==> src/rtl/counter_mode_pkg.sv <==
// Shared opcodes, counting modes and FSM state encoding for counter_mode_ctrl.
package counter_mode_pkg;

  localparam logic [1:0] OP_STOP  = 2'b00;
  localparam logic [1:0] OP_START = 2'b01;
  localparam logic [1:0] OP_LOAD  = 2'b10;
  localparam logic [1:0] OP_CLEAR = 2'b11;

  localparam logic [1:0] MODE_UP      = 2'b00;
  localparam logic [1:0] MODE_DOWN    = 2'b01;
  localparam logic [1:0] MODE_MOD     = 2'b10;
  localparam logic [1:0] MODE_ONESHOT = 2'b11;

  typedef enum logic [1:0] {
    ST_IDLE = 2'b00,
    ST_RUN  = 2'b01,
    ST_DONE = 2'b10
  } state_e;

endpackage

==> src/rtl/counter_mode_ctrl_step.sv <==
// counter_step: combinational next-value logic for one qualified tick.
// DOWN mode exists only when COUNTER_MODE_CTRL_DOWN_EN is defined.
module counter_step
  import counter_mode_pkg::*;
#(
  parameter int WIDTH = 4
) (
  input  logic [WIDTH-1:0] q_i,
  input  logic [1:0]       mode_i,
  input  logic [WIDTH-1:0] lo_i,
  input  logic [WIDTH-1:0] hi_i,
  output logic [WIDTH-1:0] q_nxt_o,
  output logic             wrap_o,
  output logic             hit_o
);

  localparam logic [WIDTH-1:0] ONE  = {{(WIDTH-1){1'b0}}, 1'b1};
  localparam logic [WIDTH-1:0] ALL1 = {WIDTH{1'b1}};

  // Next counter value and wrap/hit flags for the latched mode.
  always_comb begin
    q_nxt_o = q_i;
    wrap_o  = 1'b0;
    hit_o   = 1'b0;
    case (mode_i)
      MODE_UP: begin
        q_nxt_o = q_i + ONE;
        wrap_o  = (q_i == ALL1);
      end
`ifdef COUNTER_MODE_CTRL_DOWN_EN
      MODE_DOWN: begin
        q_nxt_o = q_i - ONE;
        wrap_o  = (q_i == {WIDTH{1'b0}});
      end
`endif
      MODE_MOD: begin
        // q above hi (left by a LOAD) restarts at lo just like q == hi
        if (q_i >= hi_i) begin
          q_nxt_o = lo_i;
          wrap_o  = 1'b1;
        end else begin
          q_nxt_o = q_i + ONE;
        end
      end
      MODE_ONESHOT: begin
        if (q_i >= hi_i) begin
          q_nxt_o = q_i;
          hit_o   = 1'b1;
        end else begin
          q_nxt_o = q_i + ONE;
        end
      end
      default: q_nxt_o = q_i;
    endcase
  end

endmodule

==> src/rtl/counter_mode_ctrl.sv <==
// Command-driven counter controller: handshake, mode/bounds latch, RUN/IDLE/DONE FSM.
// Optional DOWN mode is enabled by defining COUNTER_MODE_CTRL_DOWN_EN.
module counter_mode_ctrl
  import counter_mode_pkg::*;
#(
  parameter int WIDTH = 4
) (
  input  logic             clk,
  input  logic             reset_n,
  input  logic             cmd_valid,
  output logic             cmd_ready,
  input  logic [1:0]       cmd_op,
  input  logic [1:0]       cmd_mode,
  input  logic [WIDTH-1:0] cmd_lo,
  input  logic [WIDTH-1:0] cmd_hi,
  input  logic             tick,
  output logic [WIDTH-1:0] q,
  output logic             running,
  output logic             done,
  output logic             wrap,
  output logic             err
);

  state_e           state_q, state_d;
  logic [WIDTH-1:0] q_q, q_d, lo_q, lo_d, hi_q, hi_d;
  logic [1:0]       mode_q, mode_d;
  logic             ready_q, ready_d, done_q, done_d, wrap_q, wrap_d, err_q, err_d;

  logic             accept_s, bounds_bad_s, mode_bad_s;
  logic [WIDTH-1:0] step_q_s;
  logic             step_wrap_s, step_hit_s;

  assign accept_s     = cmd_valid & ready_q;
  assign bounds_bad_s = ((cmd_mode == MODE_MOD) | (cmd_mode == MODE_ONESHOT)) & (cmd_lo > cmd_hi);
`ifdef COUNTER_MODE_CTRL_DOWN_EN
  assign mode_bad_s   = 1'b0;
`else
  assign mode_bad_s   = (cmd_mode == MODE_DOWN);
`endif

  counter_step #(.WIDTH(WIDTH)) u_step (
    .q_i     (q_q),
    .mode_i  (mode_q),
    .lo_i    (lo_q),
    .hi_i    (hi_q),
    .q_nxt_o (step_q_s),
    .wrap_o  (step_wrap_s),
    .hit_o   (step_hit_s)
  );

  // Next-state: an accepted command always beats a same-cycle tick.
  always_comb begin
    state_d = state_q;
    q_d     = q_q;
    mode_d  = mode_q;
    lo_d    = lo_q;
    hi_d    = hi_q;
    ready_d = ~accept_s;
    done_d  = 1'b0;
    wrap_d  = 1'b0;
    err_d   = 1'b0;
    if (accept_s) begin
      case (cmd_op)
        OP_STOP: begin
          if (state_q == ST_RUN) state_d = ST_IDLE;
          else                   state_d = state_q;
        end
        OP_START: begin
          if (state_q == ST_IDLE) begin
            state_d = ST_RUN;
          end else if (state_q == ST_DONE) begin
            state_d = ST_RUN;
            q_d     = lo_q;
          end else begin
            state_d = state_q;
          end
        end
        OP_LOAD: begin
          if (bounds_bad_s | mode_bad_s) begin
            err_d = 1'b1;
          end else begin
            q_d    = cmd_lo;
            mode_d = cmd_mode;
            lo_d   = cmd_lo;
            hi_d   = cmd_hi;
          end
        end
        OP_CLEAR: begin
          state_d = ST_IDLE;
          q_d     = lo_q;
        end
        default: state_d = state_q;
      endcase
    end else if (tick && (state_q == ST_RUN)) begin
      q_d    = step_q_s;
      wrap_d = step_wrap_s;
      if (step_hit_s) begin
        done_d  = 1'b1;
        state_d = ST_DONE;
      end else begin
        state_d = state_q;
      end
    end else begin
      q_d = q_q;
    end
  end

  // State, configuration and output pulse registers.
  always_ff @(posedge clk or negedge reset_n) begin
    if (!reset_n) begin
      state_q <= ST_IDLE;
      q_q     <= {WIDTH{1'b0}};
      mode_q  <= MODE_UP;
      lo_q    <= {WIDTH{1'b0}};
      hi_q    <= {WIDTH{1'b1}};
      ready_q <= 1'b1;
      done_q  <= 1'b0;
      wrap_q  <= 1'b0;
      err_q   <= 1'b0;
    end else begin
      state_q <= state_d;
      q_q     <= q_d;
      mode_q  <= mode_d;
      lo_q    <= lo_d;
      hi_q    <= hi_d;
      ready_q <= ready_d;
      done_q  <= done_d;
      wrap_q  <= wrap_d;
      err_q   <= err_d;
    end
  end

  assign cmd_ready = ready_q;
  assign q         = q_q;
  assign running   = (state_q == ST_RUN);
  assign done      = done_q;
  assign wrap      = wrap_q;
  assign err       = err_q;

endmodule

==> config.mk <==
export PLATFORM = sky130hd
export DESIGN_NAME = counter_mode_ctrl
export DESIGN_NICKNAME = d
export VERILOG_FILES = /design/src/rtl/counter_mode_pkg.sv /design/src/rtl/counter_mode_ctrl_step.sv /design/src/rtl/counter_mode_ctrl.sv
export SDC_FILE = /design/constraint.sdc
export NUM_CORES = 1
export LEC_CHECK = 0
export CAP_MARGIN = 20
export CORE_UTILIZATION = 30
export CTS_BUF_LIST = sky130_fd_sc_hd__clkbuf_8
export DETAILED_ROUTE_END_ITERATION = 8
export GPL_TIMING_DRIVEN = 0
export SLEW_MARGIN = 20
export SYNTH_ARGS = -nofsm -noshare
export SYNTH_HDL_FRONTEND = slang
export SYNTH_HIERARCHICAL = 1
export SYNTH_SLANG_ARGS = --single-unit
==> constraint.sdc <==
create_clock -name clk -period 3.5 [get_ports clk]
set_clock_uncertainty 0.1 [all_clocks]
set_input_delay 0.7 -clock clk [delete_from_list [all_inputs] [get_ports clk]]
set_output_delay 0.7 -clock clk [all_outputs]
set_load 0.02 [all_outputs]
# After elaboration in Yosys (flattened, before gate mapping)
# Cells that the tools add are included.
[classes]
reduce_logical = 10
shift = 0
mul = 0
magnitude_cmp = 2
n_bitwise = 6
eq_ne = 19
n_div = 0
mux = 27
addsub = 1
[ops]
columns = ["operator", "count"]
rows = [
  ["4-bit two-way mux", 7],
  ["4-bit one-hot mux with 3 select lines", 2],
  ["3-bit inequality test (second input constant)", 5],
  ["2-bit == test (second input constant)", 7],
  ["2-bit two-way mux", 6],
  ["1-bit two-way mux", 10],
  ["4-bit by 1-bit inequality test with 1-bit output (second input constant)", 2],
  ["7-bit AND reduction", 1],
  ["2-bit by 1-bit == test with 1-bit output (second input constant)", 3],
  ["2-bit logical NOT", 3],
  ["2-bit one-hot mux with 3 select lines", 1],
  ["5-bit AND reduction", 1],
  ["4-bit by 1-bit adder with 4-bit output (second input constant)", 1],
  ["4-bit == test (second input constant)", 1],
  ["4-bit >= comparator", 1],
  ["4-bit > comparator", 1],
  ["4-bit inequality test (second input constant)", 1],
  ["2-bit nonzero test", 2],
  ["4-bit nonzero test", 1],
  ["3-bit AND reduction", 1],
  ["1-bit bitwise AND", 2],
  ["1-bit inverter", 2],
  ["1-bit bitwise OR", 2],
  ["1-bit one-hot mux with 2 select lines", 1],
  ["1-bit logical AND", 1],
]
[word_totals]
wordCells = 74
mem_bits_ro = 0
register_bits = 20
out_inout_bits = 9
memories = 0
ram_bits = 0
input_bits = 16
latchBits = 0

# Longest topological paths before layout
[logic_depth]
word_depth = 7
mapped_depth = 10
ltp_nobuf = 10

# Hierarchy
# The synthesis kept the hierarchy.
[by_module_without_submodules]
columns = ["module", "n_inst", "cells_per_inst", "area_each_um2", "seq_area_each_um2"]
rows = [
  ["counter_mode_ctrl", 1, 95, 1102.3, 506.7],
  ["counter_step", 1, 52, 351.6, 0.0],
]

# Least setup slack after synthesis
# Ideal clock, no wire load.
[synth_path]
path_type = "input-to-reg"
start = "input cmd_hi[1]"
end = "register lo_q[0]"
required_time_ns = 3.275
t_arrival_ns = 2.074
path_slack_ns = 1.201
path_stages = 7
setup_time_ns = 0.125
path_buffers = 0
cell_sequence = "inv_1 > ha_1 > nor2b_1 > o211ai_2 > a21oi_4 > nor3_4 > mux2_2"
[synth_between]
elab_chain_len = 5
[synth_rtl]
columns = ["element", "line", "rtl"]
rows = [
  ["start: declaration", "counter_mode_ctrl.sv:15", "input logic [WIDTH-1:0] cmd_hi,"],
  ["4-bit > comparator", "counter_mode_ctrl.sv:34", "assign bounds_bad_s = ((cmd_mode == MODE_MOD) | (cmd_mode == MODE_ONESHOT)) & (cmd_lo > cmd_hi);"],
  ["1-bit bitwise AND", "counter_mode_ctrl.sv:34", ""],
  ["1-bit bitwise OR", "counter_mode_ctrl.sv:79", "if (bounds_bad_s | mode_bad_s) begin"],
  ["1-bit inverter (no line)", "-", ""],
  ["3-bit AND reduction (no line)", "-", ""],
  ["end signal: assignment", "counter_mode_ctrl.sv:114", "lo_q <= {WIDTH{1'b0}};"],
  ["end signal: assignment", "counter_mode_ctrl.sv:124", "lo_q <= lo_d;"],
  ["end: declaration", "counter_mode_ctrl.sv:25", "logic [WIDTH-1:0] q_q, q_d, lo_q, lo_d, hi_q, hi_d;"],
]
# Every way passes these cells.
# A chain may end at the register's enable or synchronous reset.

# Final worst setup path
[layout_path]
start = "input cmd_op[0]"
end = "register q_q[3], in the netlist q[3]"
[layout_between]
elab_chain_len = 3
elab_cells_between_ends = 10
cone_classes = "eq/ne: 7; mux: 2; reduce/logical: 1"
[layout_rtl]
columns = ["element", "line", "rtl"]
rows = [
  ["start: declaration", "counter_mode_ctrl.sv:12", "input logic [1:0] cmd_op,"],
  ["2-bit == test or 2-bit by 1-bit == test with 1-bit output (tied branches)", "counter_mode_ctrl.sv:63", "case (cmd_op)"],
  ["4-bit by 1-bit inequality test with 1-bit output (no line), or another cell as far along", "-", ""],
  ["7-bit AND reduction (no line) or 4-bit two-way mux (tied branches)", "-", ""],
  ["end signal: assignment", "counter_mode_ctrl.sv:112", "q_q <= {WIDTH{1'b0}};"],
  ["end signal: assignment", "counter_mode_ctrl.sv:122", "q_q <= q_d;"],
  ["end: declaration", "counter_mode_ctrl.sv:25", ""],
]
# Parallel ways exist; a longest one is shown, timed or not.

==> results.yml <==
yosys:
  syn_nets: 176
  syn_area_per_cell_sq_um: 9.89
  synth_cell_types: 46
  postSynthCellCount: 147
  syn_area_sq_um: 1450
  yosysWarnings: 6
  async_reset_ff_share_pct: 100
  ys.flop_type: "dfrtp_1"
  ys_ff_latch: 20
  synth-edff-count: 0
  synth_seq_area_share_pct: 34.9
sta:
  fmax_ghz: 0.369
  period_minus_slack_ps: 2710
  slew_viol_final: 0
  relSlewSlack_pct: 39.0
  worst_pin_slew_ps: 912
  setup_slack_ps: 793
  hold_viol_final: 0
  setup-violations-final: 0
  fin_tns_setup_ps: 0
  rsz0062_at_grt: "false"
  fin_crit_sh_pct: 77.4
die:
  die_w_microns: 71.6
  boundaryPins: 25
  die-area_sq_um: 5130
  rows: 24
  start_util_pct: 32.3
  core-area_sq_um: 4500
  die_y_microns: 71.6
cells_and_area:
  drive_gt1_share_pct: 18.3
  syn_to_final_growth_pct: 25.9
  antenna_cells: 0
  num-fill-cells: 446
  fin_nets: 205
worst_setup_path:
  timing.critical_path.buf_inv: 3
  path_class: "input pin to register"
  path_depth: 9
  critPathLaunch: "cmd_op[0]"
  crit_path_cell_trace: "clkdlybuf4s50_1 -> inv_1 -> ha_1 -> buf_6 -> nand3_1 -> nand2b_1 -> o21ai_1 -> a41oi_2 -> mux2_2"
  crit_slowest_cell: "clkdlybuf4s50_1"
  worstReg2RegStart: "hi_q[2]"
  rrSetupSlack_ps: 1100
  crit_path_max_fanout: 6
  r2r_end: "q[1]"
  critPathLaunchType: "input pin"
  endpoint: "q[3]"
  worstRegToRegCells: 10
  cp.required_ps: 3550
  critPathTopFamily: "buffers and inverters"
  slowest_delay_ps: 510
  arrival_ps: 2760
  endpoint_kind: "register"
cts:
  cts_hold_buf: 0
  cts_buffer_depth: 2
  cts.htree.levels: 1
  cts_root_buf: "clkbuf_8"
  cts_tree: "built"
  numClockSinks: 20
  insertion_delay_ps: 260
  path_clk_slew_ps: 80
  cts-resized-gates: 0
  postCtsSetupRepairBufs: 0
  cts_buffers: 3
pwr:
  p_clk_share_pct: 18.9
  peakVddDrop_uv: 213
  p_leak_uw: 0.000798
  comb_power_share_pct: 49.9
  p_sw_share_pct: 39.5
  internal_power_uw: 754
  seqPwrFrac_pct: 31.2
  p_per_area_nw_per_um2: 680
  power.switching_uw: 491
global_routing:
  grt_max_degree: 21
  grt_pass1_wl_microns: 5510
  grt_util_all_layers_pct: 13.7
  grt-ovfl-total: 0
  antenna_found_initial: 0
  grt_pass1_vias: 1151
hold_path:
  hold_class: "register to register"
route:
  vias_per_cell: 5.27
  drc_errors: 0
  first_iter_violations: 38
  detail-route-antenna-nets: 0
  wl_per_cell_microns: 14.5
  first_pass_iters: 4
  drt-total-wl_microns: 3300
  vias: 1196
status:
  status: "completed"
placed_design:
  dpl_worst_slack_ps: 525
  dp_hpwl_microns: 2530
  placement.io_buffers: 24
  globalplace.congestion: 0.792
job:
  maxCapViolCount: 0
cell families after synthesis:
group                    after synthesis  synth area share, %
flip-flops                            20                 34.9
buffers and inverters                 17                 5.42
AO/OA/AOI/OAI                         32                 18.0
multiplexers                          17                 12.7
AND/OR/NAND/NOR                       48                 17.8
adder cells (fa/ha/maj)               13                 11.2
cell type report:
type,count,area (sq um),share of cell area (%)
Clock inverter,1,30.0,1.64
Tap cell,52,65.1,3.55
Buffer,3,26.3,1.44
Sequential cell,20,507,27.7
Multi-Input combinational cell,110,868,47.4
Timing Repair Buffer,24,240,13.1
Clock buffer,3,41.3,2.26
Inverter,14,52.6,2.87
worst min-delay path by stage:
stage | start | cells past startpoint | endpoint | slack [ps]
after floorplan | reset_n | 0 | done | 300
after global routing | mode_q[1] | 1 | mode_q[1] | 460
after CTS | mode_q[1] | 1 | mode_q[1] | 440
final | mode_q[1] | 1 | mode_q[1] | 440
after global placement | mode_q[1] | 1 | mode_q[1] | 400
after detailed placement | mode_q[1] | 1 | mode_q[1] | 420
power by group through the flow:
stage	combinational, uW	clock (uW)	sequential (uW)
global route	678	251	403
detailed placement	612	0	390
finish	621	235	389
CTS	616	244	387
floorplan	430	0	391
global placement	597	0	385
routing by layer:
| metal | track usage (%) | vias to the layer above | share of wire [%] |
|---|---|---|---|
| li1 | - | 590 | - |
| met1 | 18.8 | 569 | 48 |
| met2 | 21.5 | 31 | 47 |
| met3 | 2.11 | 6 | 2.9 |
| met4 | 5.88 | 0 | 1.3 |
| met5 | 0 | - | 0 |
synthesized netlist by cell type, types with 2 or more instances:
cell	instances	area [sq um]
nand3_1	3	15.0
mux2_2	11	124
a211oi_1	2	15.0
dfstp_2	5	131
nor3_1	5	25.0
buf_6	2	22.5
nand4_1	2	12.5
o21ai_0	5	25.0
mux2i_1	5	50.1
or3_1	2	12.5
nand2_1	9	33.8
nor2b_1	4	25.0
dfrtp_1	15	375
a21oi_1	5	25.0
nand2b_1	3	18.8
and3_1	3	18.8
nor2_1	10	37.5
inv_1	14	52.6
ha_1	13	163
o31ai_1	2	15.0
and2_1	2	12.5
sequential cells by signal, summed over array words and instances (netlist names):
name and flops:
lo_q 4, done 1, cmd_ready 1, mode_q 2, q 4, wrap 1, err 1, state_q 2
hi_q 4
worst register-to-register path: cells and delay by family (launching register included):
kind            cells  cell delay [ps]
mux                 1              270
buf+inv             1               50
compound gates      3              350
simple gates        4              700
fa+ha+maj           1              270
flops               1              530
metrics by stage:
stage	cell area (sq um)	hold WS (ps)	utilization (%)	std cells	power [uW]
finish	1830	443	40.6	227	1250
global route	1830	460	40.6	227	1330
CTS	1830	444	40.6	227	1250
detailed placement	1760	424	39.1	223	1000
global placement	1760	398	39.1	223	981
floorplan	1450	304	-	147	821
cells in the final DEF, fill, tap and decap left out, types with 2 or more instances in the layout:
cell type         n
a211oi_1          2
a21oi_1           5
and2_1            2
and3_1            3
buf_6             2
clkbuf_8          3
clkdlybuf4s50_1  24
dfrtp_1          15
dfstp_2           5
ha_1             13
inv_1            14
mux2_2           11
mux2i_1           5
nand2_1           9
nand2b_1          3
nand3_1           3
nand4_1           2
nor2_1           10
nor2b_1           4
nor3_1            5
o21ai_0           5
o31ai_1           2
or3_1             2
Power figures use the tool's default switching activity.
